**src/rtl/spi_pkg.sv**
```systemverilog
// Shared types for the SPI master: FSM state encoding and the latched transfer mode.
package spi_pkg;

  typedef enum logic [1:0] {
    IDLE,
    SETUP,
    XFER,
    HOLD
  } spi_state_t;

  typedef struct packed {
    logic cpol;
    logic cpha;
    logic lsb_first;
  } spi_mode_t;

endpackage

```
**src/rtl/spi_clk_gen.sv**
```systemverilog
// SCLK half-period timer: strobes the last clk cycle of each half period,
// alternating between leading and trailing edges. Held cleared while disabled.
module spi_clk_gen #(
  parameter int CLK_DIV = 4
) (
  input  logic clk,
  input  logic reset_n,
  input  logic en,
  output logic lead,
  output logic trail
);

  localparam int CW = $clog2(CLK_DIV);

  logic [CW-1:0] cnt;
  logic          phase;
  logic          tick;

  assign tick  = en && (cnt == CW'(CLK_DIV - 1));
  assign lead  = tick && !phase;
  assign trail = tick && phase;

  always_ff @(posedge clk or negedge reset_n) begin
    if (!reset_n) begin
      cnt   <= '0;
      phase <= 1'b0;
    end else if (!en) begin
      cnt   <= '0;
      phase <= 1'b0;
    end else if (tick) begin
      cnt   <= '0;
      phase <= ~phase;
    end else begin
      cnt <= cnt + 1'b1;
    end
  end

endmodule

```
**src/rtl/spi_master_multi.sv**
```systemverilog
// SPI master with per-transfer mode, bit order and slave select.
// A single shift register carries both the outgoing and the incoming word.
module spi_master_multi
  import spi_pkg::*;
#(
  parameter int DATA_W  = 8,
  parameter int N_CS    = 4,
  parameter int CLK_DIV = 4,
  localparam int CSW    = (N_CS > 1) ? $clog2(N_CS) : 1
) (
  input  logic              clk,
  input  logic              reset_n,
  input  logic              start_i,
  input  logic              cpol_i,
  input  logic              cpha_i,
  input  logic              lsb_first_i,
  input  logic [CSW-1:0]    cs_sel_i,
  input  logic [DATA_W-1:0] tx_data_i,
  output logic [DATA_W-1:0] rx_data_o,
  output logic              busy_o,
  output logic              done_o,
  input  logic              miso_i,
  output logic              sclk_o,
  output logic              mosi_o,
  output logic [N_CS-1:0]   cs_n_o
);

  localparam int CW = $clog2(CLK_DIV);
  localparam int BW = $clog2(DATA_W);

  spi_state_t        state;
  spi_mode_t         mode;
  logic [DATA_W-1:0] shreg;
  logic [DATA_W-1:0] shifted;
  logic              rx_bit;
  logic              shift_in;
  logic              lead;
  logic              trail;
  logic [CW-1:0]     cnt;
  logic [BW-1:0]     bit_cnt;

  // Out-of-range selects leave every line deasserted.
  function automatic logic [N_CS-1:0] cs_decode(input logic [CSW-1:0] sel);
    logic [N_CS-1:0] res;
    res = '1;
    for (int i = 0; i < N_CS; i++)
      if (sel == CSW'(i)) res[i] = 1'b0;
    return res;
  endfunction

  spi_clk_gen #(
    .CLK_DIV(CLK_DIV)
  ) u_clk_gen (
    .clk    (clk),
    .reset_n(reset_n),
    .en     (state == XFER),
    .lead   (lead),
    .trail  (trail)
  );

  // cpha=0 captures miso on the leading edge into rx_bit; cpha=1 takes it live on the trailing edge.
  always_comb begin
    shift_in = mode.cpha ? miso_i : rx_bit;
    shifted  = mode.lsb_first ? {shift_in, shreg[DATA_W-1:1]}
                              : {shreg[DATA_W-2:0], shift_in};
  end

  always_ff @(posedge clk or negedge reset_n) begin
    if (!reset_n) begin
      state     <= IDLE;
      mode      <= '0;
      shreg     <= '0;
      rx_bit    <= 1'b0;
      cnt       <= '0;
      bit_cnt   <= '0;
      sclk_o    <= 1'b0;
      mosi_o    <= 1'b0;
      cs_n_o    <= '1;
      rx_data_o <= '0;
      busy_o    <= 1'b0;
      done_o    <= 1'b0;
    end else begin
      done_o <= 1'b0;
      case (state)
        IDLE: begin
          sclk_o <= cpol_i;
          mosi_o <= 1'b0;
          if (start_i) begin
            mode    <= {cpol_i, cpha_i, lsb_first_i};
            shreg   <= tx_data_i;
            mosi_o  <= lsb_first_i ? tx_data_i[0] : tx_data_i[DATA_W-1];
            cs_n_o  <= cs_decode(cs_sel_i);
            cnt     <= '0;
            bit_cnt <= '0;
            busy_o  <= 1'b1;
            state   <= SETUP;
          end
        end
        SETUP: begin
          sclk_o <= mode.cpol;
          if (cnt == CW'(CLK_DIV - 1)) begin
            cnt   <= '0;
            state <= XFER;
          end else begin
            cnt <= cnt + 1'b1;
          end
        end
        XFER: begin
          if (lead) begin
            sclk_o <= ~sclk_o;
            if (mode.cpha) mosi_o <= mode.lsb_first ? shreg[0] : shreg[DATA_W-1];
            else           rx_bit <= miso_i;
          end
          if (trail) begin
            sclk_o <= ~sclk_o;
            shreg  <= shifted;
            if (!mode.cpha) mosi_o <= mode.lsb_first ? shifted[0] : shifted[DATA_W-1];
            if (bit_cnt == BW'(DATA_W - 1)) begin
              bit_cnt <= '0;
              state   <= HOLD;
            end else begin
              bit_cnt <= bit_cnt + 1'b1;
            end
          end
        end
        HOLD: begin
          sclk_o <= mode.cpol;
          if (cnt == CW'(CLK_DIV - 1)) begin
            cnt       <= '0;
            cs_n_o    <= '1;
            rx_data_o <= shreg;
            busy_o    <= 1'b0;
            done_o    <= 1'b1;
            sclk_o    <= cpol_i;
            mosi_o    <= 1'b0;
            state     <= IDLE;
          end else begin
            cnt <= cnt + 1'b1;
          end
        end
        default: state <= IDLE;
      endcase
    end
  end

endmodule
```
**config.mk**
```make
export PLATFORM = sky130hd
export DESIGN_NAME = spi_master_multi
export DESIGN_NICKNAME = d
export VERILOG_FILES = /design/src/rtl/spi_pkg.sv /design/src/rtl/spi_clk_gen.sv /design/src/rtl/spi_master_multi.sv
export SDC_FILE = /design/constraint.sdc
export NUM_CORES = 1
export LEC_CHECK = 0
export BUFFER_PORTS_ARGS = -buffer_cell sky130_fd_sc_hd__buf_2
export CAP_MARGIN = 5
export CORE_ASPECT_RATIO = 1.25
export CORE_MARGIN = 2
export CORE_UTILIZATION = 36
export DETAILED_ROUTE_END_ITERATION = 10
export PLACE_DENSITY_LB_ADDON = 0.05
export SLEW_MARGIN = 15
export SYNTH_ARGS = -nofsm -noshare
export SYNTH_HDL_FRONTEND = slang
export SYNTH_SLANG_ARGS = --single-unit
```
**constraint.sdc**
```tcl
create_clock -name clk -period 2.4 [get_ports clk]
set_input_delay 0.24 -clock clk [delete_from_list [all_inputs] [get_ports clk]]
set_output_delay 0.24 -clock clk [all_outputs]
set_load 0.05 [all_outputs]
```
==> impl_metrics.tcl, run 1 <==
set metrics [dict create \
    status "finished clean" \
    rsz0062_at_grt "false" \
    drt_drc_violations_left 0 \
    ctsRootBufferMaster "clkbuf_8" \
    internal_power_mw 1.769 \
    core_sq_mm 0.005116 \
    power_density_mw_per_mm2 1458 \
    clkSlewWorstSetupHoldPaths_ps 70 \
    critical_path.top_delay_family "compound AO/OA/AOI/OAI gates" \
    worst_pin_slew_ps 857.3 \
    cp_data_arrival_time_ps 2120 \
    grt_overflow 0 \
    cts_inserted_buffers 5 \
    worst-path-buf-inv 2 \
    tns_ps 0 \
    cts_sinks 38 \
    hold_buffers 0 \
    wl_per_cell_um 15.22 \
    ir_drop_mv 0.5065 \
    num_rows 29 \
    async_flop_share 1.000 \
    min_period_ps 1959 \
    seqPwrFrac 0.357 \
    synth_warnings 0 \
    synth_nets 200 \
    syn_area_per_cell_sq_um 11.00 \
    io_pins 33 \
    slew_headroom 0.4285 \
    dr.first_iter.drc_count 31 \
    period_share 0.8162 \
    finalSetupViolCount 0 \
    die_h_um 85.74 \
    maxCapViolCount 0 \
    gp_congestion 0.7749 \
    ys_seq_area_frac 0.4967 \
    drive_above_1_share 0.3254 \
    hold_viol_final 0 \
    grtUsageMet1 0.1603 \
    dieArea_sq_mm 0.005950 \
    crit_cells 6 \
    start_util 0.3761 \
    antenna_cells 0 \
    port_buffers 32 \
    finalMaxSlewViolations 0 \
    crit_fanout 20 \
    ctsResizeCount 0 \
    met2_usage 0.2631 \
    netSwitchingPower_mw 1.440 \
    netlist_instances 175 \
    num-nets-final 234 \
    cts_tree "built" \
    worstSetupEndpointType "register" \
    num_vias 1377 \
    r2r-start "state[0]" \
    rrSetupSlack_ps 440 \
    dp_slack_ps 468.9 \
    drt-pass1-iter-count 4 \
    fin_worst_skew_ps 6.999 \
    r2r_end "shreg[7]" \
    synth_cell_types 36 \
    grt_first_pass_wirelength_mm 6.693 \
    slowest_stage "a211o_1" \
    p_leak_nw 1.073 \
    path_cells "inv_1 -> ha_1 -> buf_4 -> nor2_1 -> a211o_1 -> mux2_2" \
    die_x_um 69.40 \
    cts_max_path_buffers 2 \
    viasPerCell 5.081 \
    hpwl_mm 3.015 \
    ys.flop_type "dfrtp_1" \
    timing.final.ws_setup_ps 441.0 \
    required_ps 2560 \
    p_sw_frac 0.4487 \
    max_freq_mhz 510.5 \
    antenna_found_initial 0 \
    reg2regPathDepth 6 \
    ant_nets 0 \
    post-cts-setup-buffer-count 0 \
    clk-insertion-delay-late_ps 280 \
    grt_pass1_vias 1414 \
    grt_use_met3 0.03055 \
    busiest_layer "met2" \
    start_kind "register" \
    max_stage_delay_ps 480 \
    worst-setup-path-type "reg2reg" \
    synth_edf_count 0 \
    htree_levels 2 \
    syn_to_final_growth_pct 14.37 \
    grt_usage 0.1445 \
    crit_end "shreg[7]" \
    ys_ff_latch 38 \
    grt_max_degree 39 \
    clockPowerShare 0.127 \
    drt_wl_total_mm 4.125 \
    cp-startpoint "state[0]" \
    min_path_type "in2async" \
    combPwrFrac 0.516 \
    synthesis.area_sq_mm 0.001924 \
]
-- metal layers --
layer | part of all wire | vias up
li1 | - | 677
met1 | 0.44 | 662
met2 | 0.51 | 29
met3 | 0.032 | 9
met4 | 0.023 | 0
met5 | 0 | -
-- power by group through the flow --
stage / logic (mW) / clock network (mW) / registers (mW)
2_1_floorplan: 0.984 / 0 / 1.48
3_3_place_gp: 1.63 / 0 / 1.15
3_5_place_dp: 1.67 / 0 / 1.16
4_1_cts: 1.67 / 0.428 / 1.15
5_1_grt: 1.81 / 0.453 / 1.19
6_report: 1.66 / 0.406 / 1.15
-- cells by family after synthesis --
kind of cell,Yosys count,share of synthesized area
and+or+nand+nor,54,0.1404
DFF,38,0.4968
AOI/OAI and AO/OA,32,0.1066
muxes,27,0.1521
buffers and inverters,14,0.04291
adders and majority gates,8,0.05202
xor gates and xnor gates,2,0.009104
-- how the worst min path moves through the flow --
| stage | to | slack, ps | cells after the start |
|---|---|---|---|
| floorplan | bit_cnt[0] | -60 | 0 |
| global placement | mode[1] | 400 | 1 |
| detailed placement | mosi_o | 410 | 1 |
| CTS | mosi_o | 100 | 1 |
| global route | cs_n_o[1] | 120 | 2 |
| finish | u_clk_gen.phase | 70 | 1 |
-- final cells by class --
class | instances | area, sq um
multi-input combinational | 123 | 885.9
tap | 62 | 77.57
timing repair buffer | 35 | 182.7
fill | 504 | 2915
inverter | 6 | 22.52
clock buffer | 7 | 76.32
sequential | 38 | 955.9
-- synth_stat cells, types with 2 or more instances --
master | count | share of area
dfrtp_1 | 34 | 0.44
nand2_1 | 23 | 0.045
mux2_2 | 18 | 0.11
o21ai_0 | 18 | 0.047
nor2_1 | 13 | 0.025
mux2i_1 | 9 | 0.047
ha_1 | 8 | 0.052
inv_1 | 6 | 0.012
dfstp_2 | 4 | 0.055
a21oi_1 | 3 | 0.0078
nand3b_1 | 3 | 0.012
nor3_1 | 3 | 0.0078
o32a_1 | 3 | 0.016
a22o_1 | 2 | 0.0091
and2_1 | 2 | 0.0065
buf_2 | 2 | 0.0052
buf_4 | 2 | 0.0078
clkbuf_1 | 2 | 0.0039
clkbuf_8 | 2 | 0.014
or2_2 | 2 | 0.0065
-- state kept, by name (all words and copies together) (netlist names) --
name	cells
mosi_o	1
u_clk_gen.phase	1
busy_o	1
mode	3
bit_cnt	3
sclk_o	1
done_o	1
u_clk_gen.cnt	2
cnt	2
cs_n_o	4
rx_bit	1
rx_data_o	8
state	2
shreg	8
-- metrics by stage --
stage               cell area, sq um  hold slack, ps  std cells    util  total power, mW
floorplan                       1924          -55.59        175       -            2.465
global placement                2125           399.8        264  0.4153            2.774
detailed placement              2125           405.5        264  0.4153            2.834
CTS                             2201           99.47        271  0.4302            3.252
global route                    2201           123.3        271  0.4302            3.452
finish                          2201           69.28        271  0.4302            3.209
-- layout by cell type, fill, tap and decap left out --
cell / n
a211o_1: 1
a211oi_1: 1
a21o_1: 1
a21oi_1: 3
a221o_1: 1
a22o_1: 2
a31oi_1: 1
and2_1: 2
buf_2: 32
buf_4: 3
clkbuf_1: 2
clkbuf_8: 5
dfrtp_1: 34
dfstp_2: 4
ha_1: 8
inv_1: 6
mux2_2: 18
mux2i_1: 9
nand2_1: 23
nand2b_1: 1
nand3_1: 1
nand3b_1: 3
nor2_1: 13
nor2b_1: 1
nor2b_4: 1
nor3_1: 3
nor4b_1: 1
nor4b_2: 1
o211ai_2: 1
o21ai_0: 18
o32a_1: 3
or2_2: 2
or4_1: 1
or4b_2: 1
xnor2_1: 1
xor2_1: 1
Note: power is estimated with default switching activity, not from simulation.
==> run 2: changes to the inputs <==
clock period = 2 ns   (was 2.4 ns; I/O delays follow)
==> run 2 against run 1 <==
  * Non-clock buffer count is 5 higher
  * Combinational power is 24% higher
  * Power is 23% higher
  * Sequential cell count stayed put
  * Global-route usage is 0.77 points higher
  * Critical path type unchanged
  * Critical endpoint is now mosi_o
  * Largest power group unchanged
==> impl_metrics.tcl, run 2 (synthesized netlist as in run 1, its figures left out) <==
set metrics [dict create \
    status "finished clean" \
    clk-insertion-delay-late_ps 290 \
    place_area_sq_mm 0.002162 \
    gp_congestion 0.7915 \
    syn_to_final_growth_pct 16.78 \
    antenna_found_initial 0 \
    num-nets-final 239 \
    reg_top3 "rx_data_o: 8 flops, shreg: 8 flops, cs_n_o: 4 flops" \
    hpwl_mm 3.014 \
    fin_util 0.4392 \
    die_h_um 85.74 \
    finalSetupViolCount 0 \
    regArea_sq_um 955.9 \
    period_share 0.9302 \
    clkSlewWorstSetupHoldPaths_ps 70 \
    multi_input_area_sq_um 887.1 \
    core_sq_mm 0.005116 \
    port_buffers 32 \
    start_kind "register" \
    rsz0062_at_grt "false" \
    nFillCells 498 \
    path_cells "inv_1 -> ha_1 -> nand2_1 -> or4_1 -> a221o_1 -> o211ai_2" \
    worstSetupEndpointType "register" \
    hold_buffers 0 \
    worst_pin_slew_ps 846.6 \
    cts_tree "built" \
    busiest_layer "met2" \
    worst-setup-path-type "reg2reg" \
    min_period_ps 1860 \
    grtUsageMet1 0.1707 \
    fin_area_sq_mm 0.002247 \
    finalMaxSlewViolations 0 \
    num_rows 29 \
    grt_usage 0.1522 \
    grt_max_degree 39 \
    slowest_stage "or4_1" \
    fin_worst_skew_ps 5.681 \
    wl_per_cell_um 14.68 \
    rrSetupSlack_ps 140 \
    cts_max_path_buffers 2 \
    drt_wl_total_mm 4.067 \
    cts_inserted_buffers 5 \
    antenna_cells 0 \
    tns_ps 0 \
    drive_above_1_share 0.3488 \
    min_path_type "in2async" \
    max_stage_delay_ps 490 \
    max_freq_mhz 537.5 \
    drt_drc_violations_left 0 \
    start_util 0.3761 \
    slew_headroom 0.4356 \
    ir_drop_mv 0.6175 \
    ant_nets 0 \
    met2_usage 0.2780 \
    grt_first_pass_wirelength_mm 7.162 \
    cp_data_arrival_time_ps 2070 \
    io_pins 33 \
    die_x_um 69.40 \
    dieArea_sq_mm 0.005950 \
    grt_overflow 0 \
    num_vias 1400 \
    hold_viol_final 0 \
    power_mw 3.951 \
    crit_fanout 7 \
    viasPerCell 5.054 \
    critical_path.top_delay_family "simple AND/OR/NAND/NOR gates" \
    p_leak_nw 1.098 \
    drt-pass1-iter-count 4 \
    ctsRootBufferMaster "clkbuf_8" \
    maxCapViolCount 0 \
    cts_sinks 38 \
    dr.first_iter.drc_count 53 \
    grt_use_met3 0.03643 \
    final_common_cell "dfrtp_1" \
    htree_levels 2 \
    grt_pass1_vias 1515 \
    final_cell_mix "dfrtp_1 (34), buf_2 (32), nand2_1 (23), mux2_2 (18), o21ai_0 (18)" \
    required_ps 2210 \
    power_density_mw_per_mm2 1758 \
    worst-path-buf-inv 1 \
]
==> run 2: changes by cell type in the layout (fill, tap and decap cells not counted) <==
cell | before | now
buf_4 | 3 | 8
a211o_1 | 1 | 0
a211o_2 | 0 | 1
clkinvlp_4 | 0 | 1
==> run 2: path summary, 6_finish.rpt <==
check                           depth (start not counted)        startpoint                to
worst max-delay path                                    6          state[0]            mosi_o
worst min-delay path                                    1           reset_n            rx_bit
worst max register to register                          6          state[0]            mosi_o
worst min register to register                          1  u_clk_gen.cnt[0]  u_clk_gen.cnt[0]
max in group asynchronous                               1           reset_n            busy_o
min in group clk                                        2       cs_sel_i[0]         cs_n_o[1]
==> run 2: power by group <==
| group | switching, mW | internal [mW] | leakage, nW |
|---|---|---|---|
| Clock | 0.267 | 0.247 | 0.0385 |
| Combinational | 1.23 | 0.832 | 0.585 |
| Sequential | 0.255 | 1.12 | 0.475 |
| Total | 1.75 | 2.20 | 1.10 |
==> run 2: layer usage <==
layer | up-vias | wire length [um]
met5 | - | 0
li1 | 693 | -
met2 | 25 | 2112
met3 | 6 | 154
met4 | 0 | 68
met1 | 676 | 1732
==> run 2: area by class of cell <==
class	count	area share
sequential	38	0.4254
clock inverter	1	0.003341
tap	62	0.03452
multi-input combinational	123	0.3948
clock buffer	7	0.03396
inverter	6	0.01002
timing repair buffer	40	0.09800
==> run 2: what timing repair did <==
item	4_1_cts	5_1_grt
hold endpoints to repair	0	0
buffers inserted	0	0
gates resized for setup	0	1
setup endpoints to repair	0	7
==> run 2: through the flow <==
stage          setup WS, ps  hold WS [ps]  instances
3_3_place_gp          209.8         357.9        269
5_1_grt               21.56         74.63        277
3_5_place_dp          155.9         380.1        269
6_report              139.6         12.34        277
4_1_cts               123.0         57.85        277
2_1_floorplan         278.8        -95.59        175
